<file path="config.mk">
export PLATFORM = sky130hd
export DESIGN_NAME = axi_cache_arbiter
export DESIGN_NICKNAME = d
export VERILOG_FILES = /design/src/rtl/axi_cache_arbiter.sv
export SDC_FILE = /design/constraint.sdc
export NUM_CORES = 1
export LEC_CHECK = 0
export ABC_AREA = 1
export CAP_MARGIN = 20
export CORE_AREA = 2 2 203 205
export DETAILED_ROUTE_END_ITERATION = 10
export DIE_AREA = 0 0 205 207
export PLACE_DENSITY_LB_ADDON = 0.25
export SYNTH_ARGS = -nofsm -noshare
export SYNTH_HDL_FRONTEND = slang
export SYNTH_SLANG_ARGS = --single-unit
</file>
<file path="constraint.sdc">
create_clock -name aclk -period 2.2 [get_ports aclk]
set_input_delay 0.22 -clock aclk [delete_from_list [all_inputs] [get_ports aclk]]
set_output_delay 0.22 -clock aclk [all_outputs]
set_load 0.05 [all_outputs]
</file>
<file path="src/rtl/axi_cache_arbiter.sv">
// Shares one AXI master between the icache/dcache bridges: one read (dcache
// has priority) and one write burst may be in flight at the same time.
module axi_cache_arbiter #(
    parameter logic [3:0] RD_ID_I = 4'd0,
    parameter logic [3:0] RD_ID_D = 4'd1,
    parameter logic [3:0] WR_ID   = 4'd1
) (
    input  logic         aclk,
    input  logic         aresetn,
    input  logic         i_rd_req,
    input  logic [2:0]   i_rd_type,
    input  logic [31:0]  i_rd_addr,
    output logic         i_rd_rdy,
    output logic         i_ret_valid,
    output logic         i_ret_last,
    output logic [31:0]  i_ret_data,
    input  logic         d_rd_req,
    input  logic [2:0]   d_rd_type,
    input  logic [31:0]  d_rd_addr,
    output logic         d_rd_rdy,
    output logic         d_ret_valid,
    output logic         d_ret_last,
    output logic [31:0]  d_ret_data,
    input  logic         d_wr_req,
    input  logic [2:0]   d_wr_type,
    input  logic [31:0]  d_wr_addr,
    input  logic [3:0]   d_wr_wstrb,
    input  logic [127:0] d_wr_data,
    output logic         d_wr_rdy,
    output logic [3:0]   arid,
    output logic [31:0]  araddr,
    output logic [7:0]   arlen,
    output logic [2:0]   arsize,
    output logic [1:0]   arburst,
    output logic [1:0]   arlock,
    output logic [3:0]   arcache,
    output logic [2:0]   arprot,
    output logic         arvalid,
    input  logic         arready,
    input  logic [3:0]   rid,
    input  logic [31:0]  rdata,
    input  logic [1:0]   rresp,
    input  logic         rlast,
    input  logic         rvalid,
    output logic         rready,
    output logic [3:0]   awid,
    output logic [31:0]  awaddr,
    output logic [7:0]   awlen,
    output logic [2:0]   awsize,
    output logic [1:0]   awburst,
    output logic [1:0]   awlock,
    output logic [3:0]   awcache,
    output logic [2:0]   awprot,
    output logic         awvalid,
    input  logic         awready,
    output logic [3:0]   wid,
    output logic [31:0]  wdata,
    output logic [3:0]   wstrb,
    output logic         wlast,
    output logic         wvalid,
    input  logic         wready,
    input  logic [3:0]   bid,
    input  logic [1:0]   bresp,
    input  logic         bvalid,
    output logic         bready
);
    typedef enum logic [1:0] {R_IDLE, R_AR, R_DATA} r_state_t;
    typedef enum logic [1:0] {W_IDLE, W_XFER, W_RESP} w_state_t;

    r_state_t       r_state, r_next;
    w_state_t       w_state, w_next;
    logic           r_own_d;
    logic [31:0]    r_addr;
    logic [2:0]     r_type;
    logic [31:0]    w_addr;
    logic [2:0]     w_type;
    logic [3:0]     w_strb;
    logic [127:0]   w_data;
    logic [1:0]     w_beat;
    logic           aw_done, w_done;
    logic           d_acc, i_acc, r_line, w_line, aw_hs, w_hs;
    logic           unused_ok;

    assign unused_ok = ^{rid, rresp, bid, bresp};

    // A dcache read may not overtake a pending or same-cycle dcache write.
    assign d_rd_rdy = (r_state == R_IDLE) && (w_state == W_IDLE) && !d_wr_req;
    assign i_rd_rdy = (r_state == R_IDLE) && !(d_rd_req && d_rd_rdy);
    assign d_acc    = d_rd_req && d_rd_rdy;
    assign i_acc    = i_rd_req && i_rd_rdy;

    always_ff @(posedge aclk or negedge aresetn) begin
        if (!aresetn) r_state <= R_IDLE;
        else          r_state <= r_next;
    end

    always_comb begin
        r_next  = r_state;
        arvalid = 1'b0;
        rready  = 1'b0;
        unique case (r_state)
            R_IDLE: if (d_acc || i_acc) r_next = R_AR;
            R_AR: begin
                arvalid = 1'b1;
                if (arready) r_next = R_DATA;
            end
            R_DATA: begin
                rready = 1'b1;
                if (rvalid && rlast) r_next = R_IDLE;
            end
            default: r_next = R_IDLE;
        endcase
    end

    always_ff @(posedge aclk or negedge aresetn) begin
        if (!aresetn) begin
            r_own_d <= 1'b0;
            r_addr  <= '0;
            r_type  <= '0;
        end else if (d_acc) begin
            r_own_d <= 1'b1;
            r_addr  <= d_rd_addr;
            r_type  <= d_rd_type;
        end else if (i_acc) begin
            r_own_d <= 1'b0;
            r_addr  <= i_rd_addr;
            r_type  <= i_rd_type;
        end
    end

    assign r_line  = (r_type == 3'd4);
    assign arid    = r_own_d ? RD_ID_D : RD_ID_I;
    assign araddr  = r_addr;
    assign arlen   = r_line ? 8'd3 : 8'd0;
    assign arsize  = r_line ? 3'd2 : {1'b0, r_type[1:0]};
    assign arburst = 2'b01;
    assign arlock  = '0;
    assign arcache = '0;
    assign arprot  = '0;

    assign i_ret_valid = rready && !r_own_d && rvalid;
    assign i_ret_last  = rready && !r_own_d && rlast;
    assign i_ret_data  = (rready && !r_own_d) ? rdata : '0;
    assign d_ret_valid = rready && r_own_d && rvalid;
    assign d_ret_last  = rready && r_own_d && rlast;
    assign d_ret_data  = (rready && r_own_d) ? rdata : '0;

    assign aw_hs = awvalid && awready;
    assign w_hs  = wvalid && wready;

    always_ff @(posedge aclk or negedge aresetn) begin
        if (!aresetn) w_state <= W_IDLE;
        else          w_state <= w_next;
    end

    // AW and W complete independently; leave W_XFER once both are done.
    always_comb begin
        w_next   = w_state;
        d_wr_rdy = 1'b0;
        awvalid  = 1'b0;
        wvalid   = 1'b0;
        bready   = 1'b0;
        unique case (w_state)
            W_IDLE: begin
                d_wr_rdy = 1'b1;
                if (d_wr_req) w_next = W_XFER;
            end
            W_XFER: begin
                awvalid = !aw_done;
                wvalid  = !w_done;
                if ((aw_done || aw_hs) && (w_done || (w_hs && wlast))) w_next = W_RESP;
            end
            W_RESP: begin
                bready = 1'b1;
                if (bvalid) w_next = W_IDLE;
            end
            default: w_next = W_IDLE;
        endcase
    end

    always_ff @(posedge aclk or negedge aresetn) begin
        if (!aresetn) begin
            w_addr  <= '0;
            w_type  <= '0;
            w_strb  <= '0;
            w_data  <= '0;
            w_beat  <= '0;
            aw_done <= 1'b0;
            w_done  <= 1'b0;
        end else if (w_state == W_IDLE) begin
            if (d_wr_req) begin
                w_addr  <= d_wr_addr;
                w_type  <= d_wr_type;
                w_strb  <= d_wr_wstrb;
                w_data  <= d_wr_data;
                w_beat  <= '0;
                aw_done <= 1'b0;
                w_done  <= 1'b0;
            end
        end else if (w_state == W_XFER) begin
            if (aw_hs) aw_done <= 1'b1;
            if (w_hs) begin
                if (wlast) w_done <= 1'b1;
                else       w_beat <= w_beat + 2'd1;
            end
        end
    end

    assign w_line  = (w_type == 3'd4);
    assign awid    = WR_ID;
    assign awaddr  = w_addr;
    assign awlen   = w_line ? 8'd3 : 8'd0;
    assign awsize  = w_line ? 3'd2 : {1'b0, w_type[1:0]};
    assign awburst = 2'b01;
    assign awlock  = '0;
    assign awcache = '0;
    assign awprot  = '0;
    assign wid     = WR_ID;
    assign wdata   = w_data[{w_beat, 5'd0} +: 32];
    assign wstrb   = w_line ? 4'hF : w_strb;
    assign wlast   = (w_beat == awlen[1:0]);

endmodule

</file>
* Word-level counts from Yosys, hierarchy flattened
Cells that the tools add are included.
** Word-level totals
- Logic and storage cells :: 106
- Input bits :: 292
- Register bits :: 211
- Output and inout port bits :: 233
** Operators by class
- Equal/unequal tests :: 14
- Shift-type cells :: 1
- Muxes and demuxes :: 41
- Reductions and logical operators :: 37
- Add/subtract/negate cells :: 1
** Operators by type and width (number)
- $mux W32 :: 4
- $shiftx A128 B8 Y32 :: 1
- $mux W2 :: 15
- $mux W1 :: 17
- $logic_and A1 B1 Y1 :: 16
- $pmux W2 S3 :: 2
- $ne A2 B2 Y1 const B :: 5
- $reduce_bool A2 Y1 :: 5
- $reduce_and A3 Y1 :: 3
- $reduce_and A4 Y1 :: 2
- $eq A3 B3 Y1 const B :: 2
- $mux W3 :: 2
- $logic_not A1 Y1 :: 5
- $eq A2 B1 Y1 const B :: 2
- $eq A2 B2 Y1 const B :: 2
- $logic_not A2 Y1 :: 2
- $mux W4 :: 1
- $ne A2 B1 Y1 const B :: 2
- $logic_or A1 B1 Y1 :: 3
- $add A2 B1 Y2 const B :: 1
- $eq A2 B2 Y1 :: 1
- $reduce_and A2 Y1 :: 1

* Depth between registers and ports, before layout
Gate-level depths: netlist of run 1.
- Depth after elaboration :: 10
- Mapped depth :: 8
- Gate-level depth less buffers :: 8

* Worst setup path after synthesis of run 1
OpenSTA, ideal clock, no wires.
- Path kind :: reg-to-output
- Start :: register r_state[1]
- End :: output d_ret_data[11]
- Path slack :: -0.377 ns
- Arrival :: 2.357 ns
- Stages on the path, launching flop included :: 6
- Cells stage by stage :: dfrtp_1 -> inv_1 -> nor2_1 -> nand2_1 -> clkbuf_1 -> nor2_1
** On the way
- Longest elaborated chain between the ends :: 4
** Ends and longest elaborated chain
- from (decl) :: RTL line 70 : r_state_t r_state, r_next;
- from (signal assigned) :: RTL line 94 : else r_state <= r_next;
- $eq A2 B2 Y1 :: RTL line 101 : unique case (r_state)
- $mux W1 :: RTL line 101
- via rready :: RTL line 45 : output logic rready,
- $logic_and A1 B1 Y1 :: RTL line 146 : assign d_ret_data = (rready && r_own_d) ? rdata : '0;
- $mux W32 :: RTL line 146
- to (decl) :: RTL line 23 : output logic [31:0] d_ret_data,
The timed path passes the listed nets, and every way through them passes these cells.

* Worst setup path in the final report of run 1
- Start :: register r_state[1]
- End :: output d_ret_data[0]
** On the way
- Longest elaborated chain between the ends :: 4
** Ends and longest elaborated chain (RTL line)
- $eq A2 B2 Y1 :: 101
- $mux W1 :: 101
- $logic_and A1 B1 Y1 :: 146
- $mux W32 :: 146
No other way between the ends.

==> out/results.ini, run 1 <==
[placement]
io_buffers = 465
dp_slack_ps = 261
post-dp-hpwl_mm = 28.7
gp_congestion = 0.888

[drt]
drt_pass1_iterations = 5
dr_total_vias = 9971
viasPerCell = 4.31
drt_iter0_markers = 515
post_drt_wl_per_cell_um = 17.2
ant_nets = 0
wirelength_mm = 39.7
drc = 0

[critical_path]
cp.arrival_ps = 1930
crit_slowest_cell = dfrtp_1
end_kind = output pin
crit_path_cell_trace = inv_1, nor2_2, nand2_1, buf_4, nor2_1, buf_12
cp-start-kind = flop
cp_max_fo = 34
critical_path_required_ps = 1980
critPathMaxStageDelay_ps = 390
path_class = flop to output pin

[grt]
grt_pass1_wl_mm = 59.8
overflow = 0
gr-usage-all-layers = 0.181
antenna_found_initial = 7
first_global_vias = 10300
grt_max_degree = 93

[power]
seq_power_share = 0.255
p_sw_uw = 13000
pwr-share-comb = 0.585
clockPowerShare = 0.161
p_per_area_nw_per_um2 = 1580
p_int_uw = 13600
peakVddDrop_v = 0.000651
power.leakage_uw = 0.00811
switching_share = 0.488

[sta]
slew_viol_final = 0
finalHoldViolCount = 0
whs_ps = 187
slew_headroom = 0.556
timing.final.crit_share = 0.977
fin_crit_ps = 2150
setup_violations = 0
worst_slack_ps = 51.0
max_slew.worst_pin.slew_ps = 664
rsz0062_at_grt = true
max_freq_mhz = 465
clock-skew-final_ps = 9.27
fin_tns_setup_ps = 0

[synthesis]
synth_top_area_share = 0.526
synth-seq-cells = 211
syn_area_um2 = 10000
synth_cell_type_count = 24
syn_inst = 1320
yosysSeqAreaShare = 0.526
yosys.area.top_type = dfrtp_1
synth.avg_cell_area_um2 = 7.60
synth_warnings = 0
yosys-top-cells-area = dfrtp_1, nand2_1, nor2_1

[die]
initial_core_util = 0.249
die-area_um2 = 42400
coreArea_um2 = 40400
io_pins = 525
fp.dieW_um = 205
rows = 74
die_y_um = 207

[flow_run]
cap_violations = 0

[clock_tree]
numCtsBuffers = 26
clock_latency_ps = 530
cts_max_path_buffers = 3
cts_tree = yes
clkTransAtPathRegs_ps = 60
cts.sinks = 211
ctsHtreeMaxLevel = 1
clock-root-buffer = clkbuf_16

[final_layout]
final_nets = 2047
drive_gt1_frac = 0.130
syn_to_final_growth_pct = 67.7
layout_common_cells = nand2_1, clkdlybuf4s50_1, dfrtp_1
final_common_cell = nand2_1

[worst_hold_path]
hold_path.class = input port to async pin

[status]
status = completed

[registers in the layout (all words and copies together) (netlist names)]
| name | count |
|---|---|
| r_type | 3 |
| w_state | 2 |
| araddr | 32 |
| w_strb | 4 |
| w_beat | 2 |
| w_data | 128 |
| aw_done | 1 |
| r_state | 2 |
| r_own_d | 1 |
| awaddr | 32 |
| w_type | 3 |
| w_done | 1 |
[layout make-up]
class                      instances  area, um2
antenna                            7       17.5
clock buffer                      35        736
clock inverter                    11        114
fill                            4094      23500
inverter                          51        196
multi-input combinational        974       4070
sequential                       211       5280
tap                              532        666
timing repair buffer             491       5750
[power by group through the flow]
stage / Combinational (uW) / Sequential (uW) / Clock, uW
floorplan: 7750 / 8580 / 0
global placement: 15300 / 6770 / 0
detailed placement: 15400 / 6820 / 0
CTS: 15500 / 6760 / 4430
global route: 16600 / 7010 / 4580
finish: 15500 / 6770 / 4270
[synth_stat cells]
cell	n
inv_1	47
nor2_2	2
nor3_1	1
o311ai_0	1
nand2_2	2
buf_2	45
or2_2	6
o21ai_1	1
nand3_1	4
dfrtp_1	211
clkbuf_1	29
a31oi_1	35
o22ai_1	32
o21ai_0	66
nand2_1	592
a21oi_1	4
buf_4	55
a22o_1	1
conb_1	2
nor3b_1	2
inv_2	4
nor2_4	1
nor2_1	176
nor2_8	1
[worst paths after layout]
path / startpoint / to / slack, ps / depth (start not counted)
max in group asynchronous: aresetn / araddr[27]$_DFFE_PN0P_ / 1300 / 3
hold reg to reg: w_data[49]$_DFFE_PN0P_ / w_data[49]$_DFFE_PN0P_ / 460 / 2
setup reg to reg: w_state[1]$_DFFE_PN0P_ / araddr[27]$_DFFE_PN0P_ / 520 / 7
hold / removal: aresetn / w_data[51]$_DFFE_PN0P_ / 190 / 2
setup / recovery: r_state[1]$_DFFE_PN0P_ / d_ret_data[0] / 50 / 6
min in group aclk: d_wr_addr[24] / awaddr[24]$_DFFE_PN0P_ / 220 / 3
[kinds of logic (layout without fill, tap and decap cells)]
family,Yosys count,after routing,synth area share
AND/OR/NAND/NOR,787,787,0.301
buffers and inverters,180,588,0.0935
other,2,54,0.000748
flip-flops,211,211,0.526
AO/OA/AOI/OAI,140,140,0.0789
[critical path: cells and delay by family (launching register included)]
kind / cells / cell delay [ps]
DFF: 1 / 390
and+or+nand+nor: 3 / 490
buffers and inverters: 3 / 500
[layer usage]
metal	part of all wire	track usage	wire length, um
met1	0.39	0.211	15500
met2	0.50	0.314	19900
met3	0.079	0.0510	3140
met4	0.027	0.0690	1080
met5	0.00033	0	13
[stage by stage]
step	total power, uW	util	instance area [um2]	cells
floorplan	16300	-	10200	1365
CTS	26700	0.414	16700	2303
finish	26600	0.417	16800	2312
global placement	22000	0.391	15800	2253
global route	28200	0.417	16800	2311
detailed placement	22200	0.391	15800	2253
[timing repair]
item,4_1_cts,5_1_grt
hold buffers,1,0
endpoints found under the hold margin,140,0
resized for setup,9,24
setup endpoints to repair,39,59
cloned,1,2
buffers inserted,2,0
pin swaps,0,1
(Power assumes the default switching activity.)
==> inputs of run 2 (changes only) <==
--- a/config.mk
+++ b/config.mk
@@ -12,4 +12,5 @@
 export DIE_AREA = 0 0 205 207
 export PLACE_DENSITY_LB_ADDON = 0.25
+export SKIP_LAST_GASP = 1
 export SYNTH_ARGS = -nofsm -noshare
 export SYNTH_HDL_FRONTEND = slang
==> constraint.sdc (replaced) <==
create_clock -name aclk -period 2.2 [get_ports aclk]
set_input_delay 0.22 -clock aclk [delete_from_list [all_inputs] [get_ports aclk]]
set_output_delay 0.22 -clock aclk [all_outputs]
set_load 0.02 [all_outputs]
==> run 2 against run 1 <==
First-iteration DRC count shrank 8.0%. Clock skew shrank 2.9 ps. Largest power group unchanged. Worst setup slack gained 12 ps. Clock power grew 2%.
==> out/results.ini, run 2 (synthesis gave the netlist of run 1 again) <==
[status]
status = completed

[drt]
dr_total_vias = 10000
wirelength_mm = 38.9
ant_nets = 0
post_drt_wl_per_cell_um = 16.8
drc = 0
viasPerCell = 4.33
drt_pass1_iterations = 4
drt_iter0_markers = 474

[grt]
gr-usage-all-layers = 0.176
overflow = 0
grt_pass1_wl_mm = 58.5
antenna_found_initial = 3
grt_max_degree = 74
first_global_vias = 10000

[clock_tree]
clkTransAtPathRegs_ps = 60
cts_tree = yes
cts.sinks = 211
numCtsBuffers = 25
clock_latency_ps = 530
cts_max_path_buffers = 3
ctsHtreeMaxLevel = 1
clock-root-buffer = clkbuf_16

[placement]
post-dp-hpwl_mm = 27.8
gp_congestion = 0.856
place_area_um2 = 15200
io_buffers = 465

[die]
die_y_um = 207
io_pins = 525
die-area_um2 = 42400
coreArea_um2 = 40400
fp.dieW_um = 205
initial_core_util = 0.249
rows = 74

[flow_run]
cap_violations = 0

[final_layout]
top_register = w_data
final_common_cell = nand2_1
syn_to_final_growth_pct = 56.4
design_area_um2 = 15700
largest_reg_flops = 128
final_nets = 2060
utilization = 0.389
drive_gt1_frac = 0.113
layout_common_cells = nand2_1, clkdlybuf4s50_1, dfrtp_1
n_antenna_cell = 0

[critical_path]
end_kind = output pin
cp.arrival_ps = 1920
cp_max_fo = 29
critical_path_required_ps = 1980
path_class = flop to output pin
cp-start-kind = flop

[sta]
slew_headroom = 0.659
timing.final.crit_share = 0.971
max_freq_mhz = 468
slew_viol_final = 0
fin_crit_ps = 2140
whs_ps = 144
finalHoldViolCount = 0
max_slew.worst_pin.slew_ps = 512
clock-skew-final_ps = 6.34
rsz0062_at_grt = true
setup_violations = 0

[power]
power.leakage_uw = 0.00787
peakVddDrop_v = 0.000550
p_per_area_nw_per_um2 = 1400
p_total_uw = 22000

[worst_hold_path]
hold_path.class = input port to async pin

run 2: changes by cell type in the layout (fill, tap and decap cells not counted), moves of 6 or more:
cell,previous run,this run
buf_12,88,12
buf_4,46,22
clkbuf_2,0,92
clkdlybuf4s50_1,345,351
diode_2,7,0
dlygate4sd2_1,4,13
nor2_1,147,174
nor2_2,30,3
run 2: worst paths after layout:
kind	startpoint	depth (start not counted)	slack (ps)	to
min in group aclk	d_wr_addr[28]	3	220	awaddr[28]$_DFFE_PN0P_
max	w_beat[0]$_DFFE_PN0P_	5	60	wdata[29]
max reg2reg	r_state[1]$_DFFE_PN0P_	8	510	araddr[4]$_DFFE_PN0P_
min reg2reg	w_strb[3]$_DFFE_PN0P_	2	460	w_strb[3]$_DFFE_PN0P_
max in group asynchronous	aresetn	3	1350	w_data[40]$_DFFE_PN0P_
min	aresetn	2	140	w_data[18]$_DFFE_PN0P_
run 2: routing by layer:
layer	vias up	wire length [um]	GRT usage
met2	357	19700	0.315
met5	-	27	0
met3	45	2630	0.0376
met4	4	626	0.0394
li1	4887	-	-
met1	4736	16000	0.214
run 2: repair_timing:
action                                  in CTS  in global routing
setup buffers                                0                  3
resized for setup                          152                184
endpoints found under the hold margin      211                  0
pin swaps                                    0                  2
endpoints found under the setup margin     115                100
cloned                                       1                  2
hold buffers                                 1                  0
run 2: power by group:
group / switching [uW] / internal [uW] / leakage [uW]
logic: 6580 / 4250 / 0.00484
registers: 1020 / 5740 / 0.00261
clock network: 1690 / 2670 / 0.000424
total: 9290 / 12700 / 0.00787
run 2: worst max-delay path, stage by stage, from the launching register on:
cell and delay [ps]:
dfrtp_2 480, inv_6 130, buf_12 190, o21ai_0 120, o22ai_1 140, clkdlybuf4s15_1 320
run 2: final cells by class:
| class | instances | area [um2] |
|---|---|---|
| Sequential cell | 211 | 5280 |
| Fill cell | 4166 | 24700 |
| Timing Repair Buffer | 505 | 4680 |
| Inverter | 51 | 201 |
| Clock inverter | 7 | 114 |
| Tap cell | 532 | 666 |
| Clock buffer | 38 | 744 |
| Multi-Input combinational cell | 974 | 4000 |
run 2: through the flow:
stage / setup TNS, ps / setup slack [ps] / instances
global placement: 0 / 134 / 2266
floorplan: 0 / 445 / 1365
global route: -96.2 / -37.6 / 2318
detailed placement: 0 / 155 / 2266
finish: 0 / 63.1 / 2318
CTS: -87.5 / -87.5 / 2313
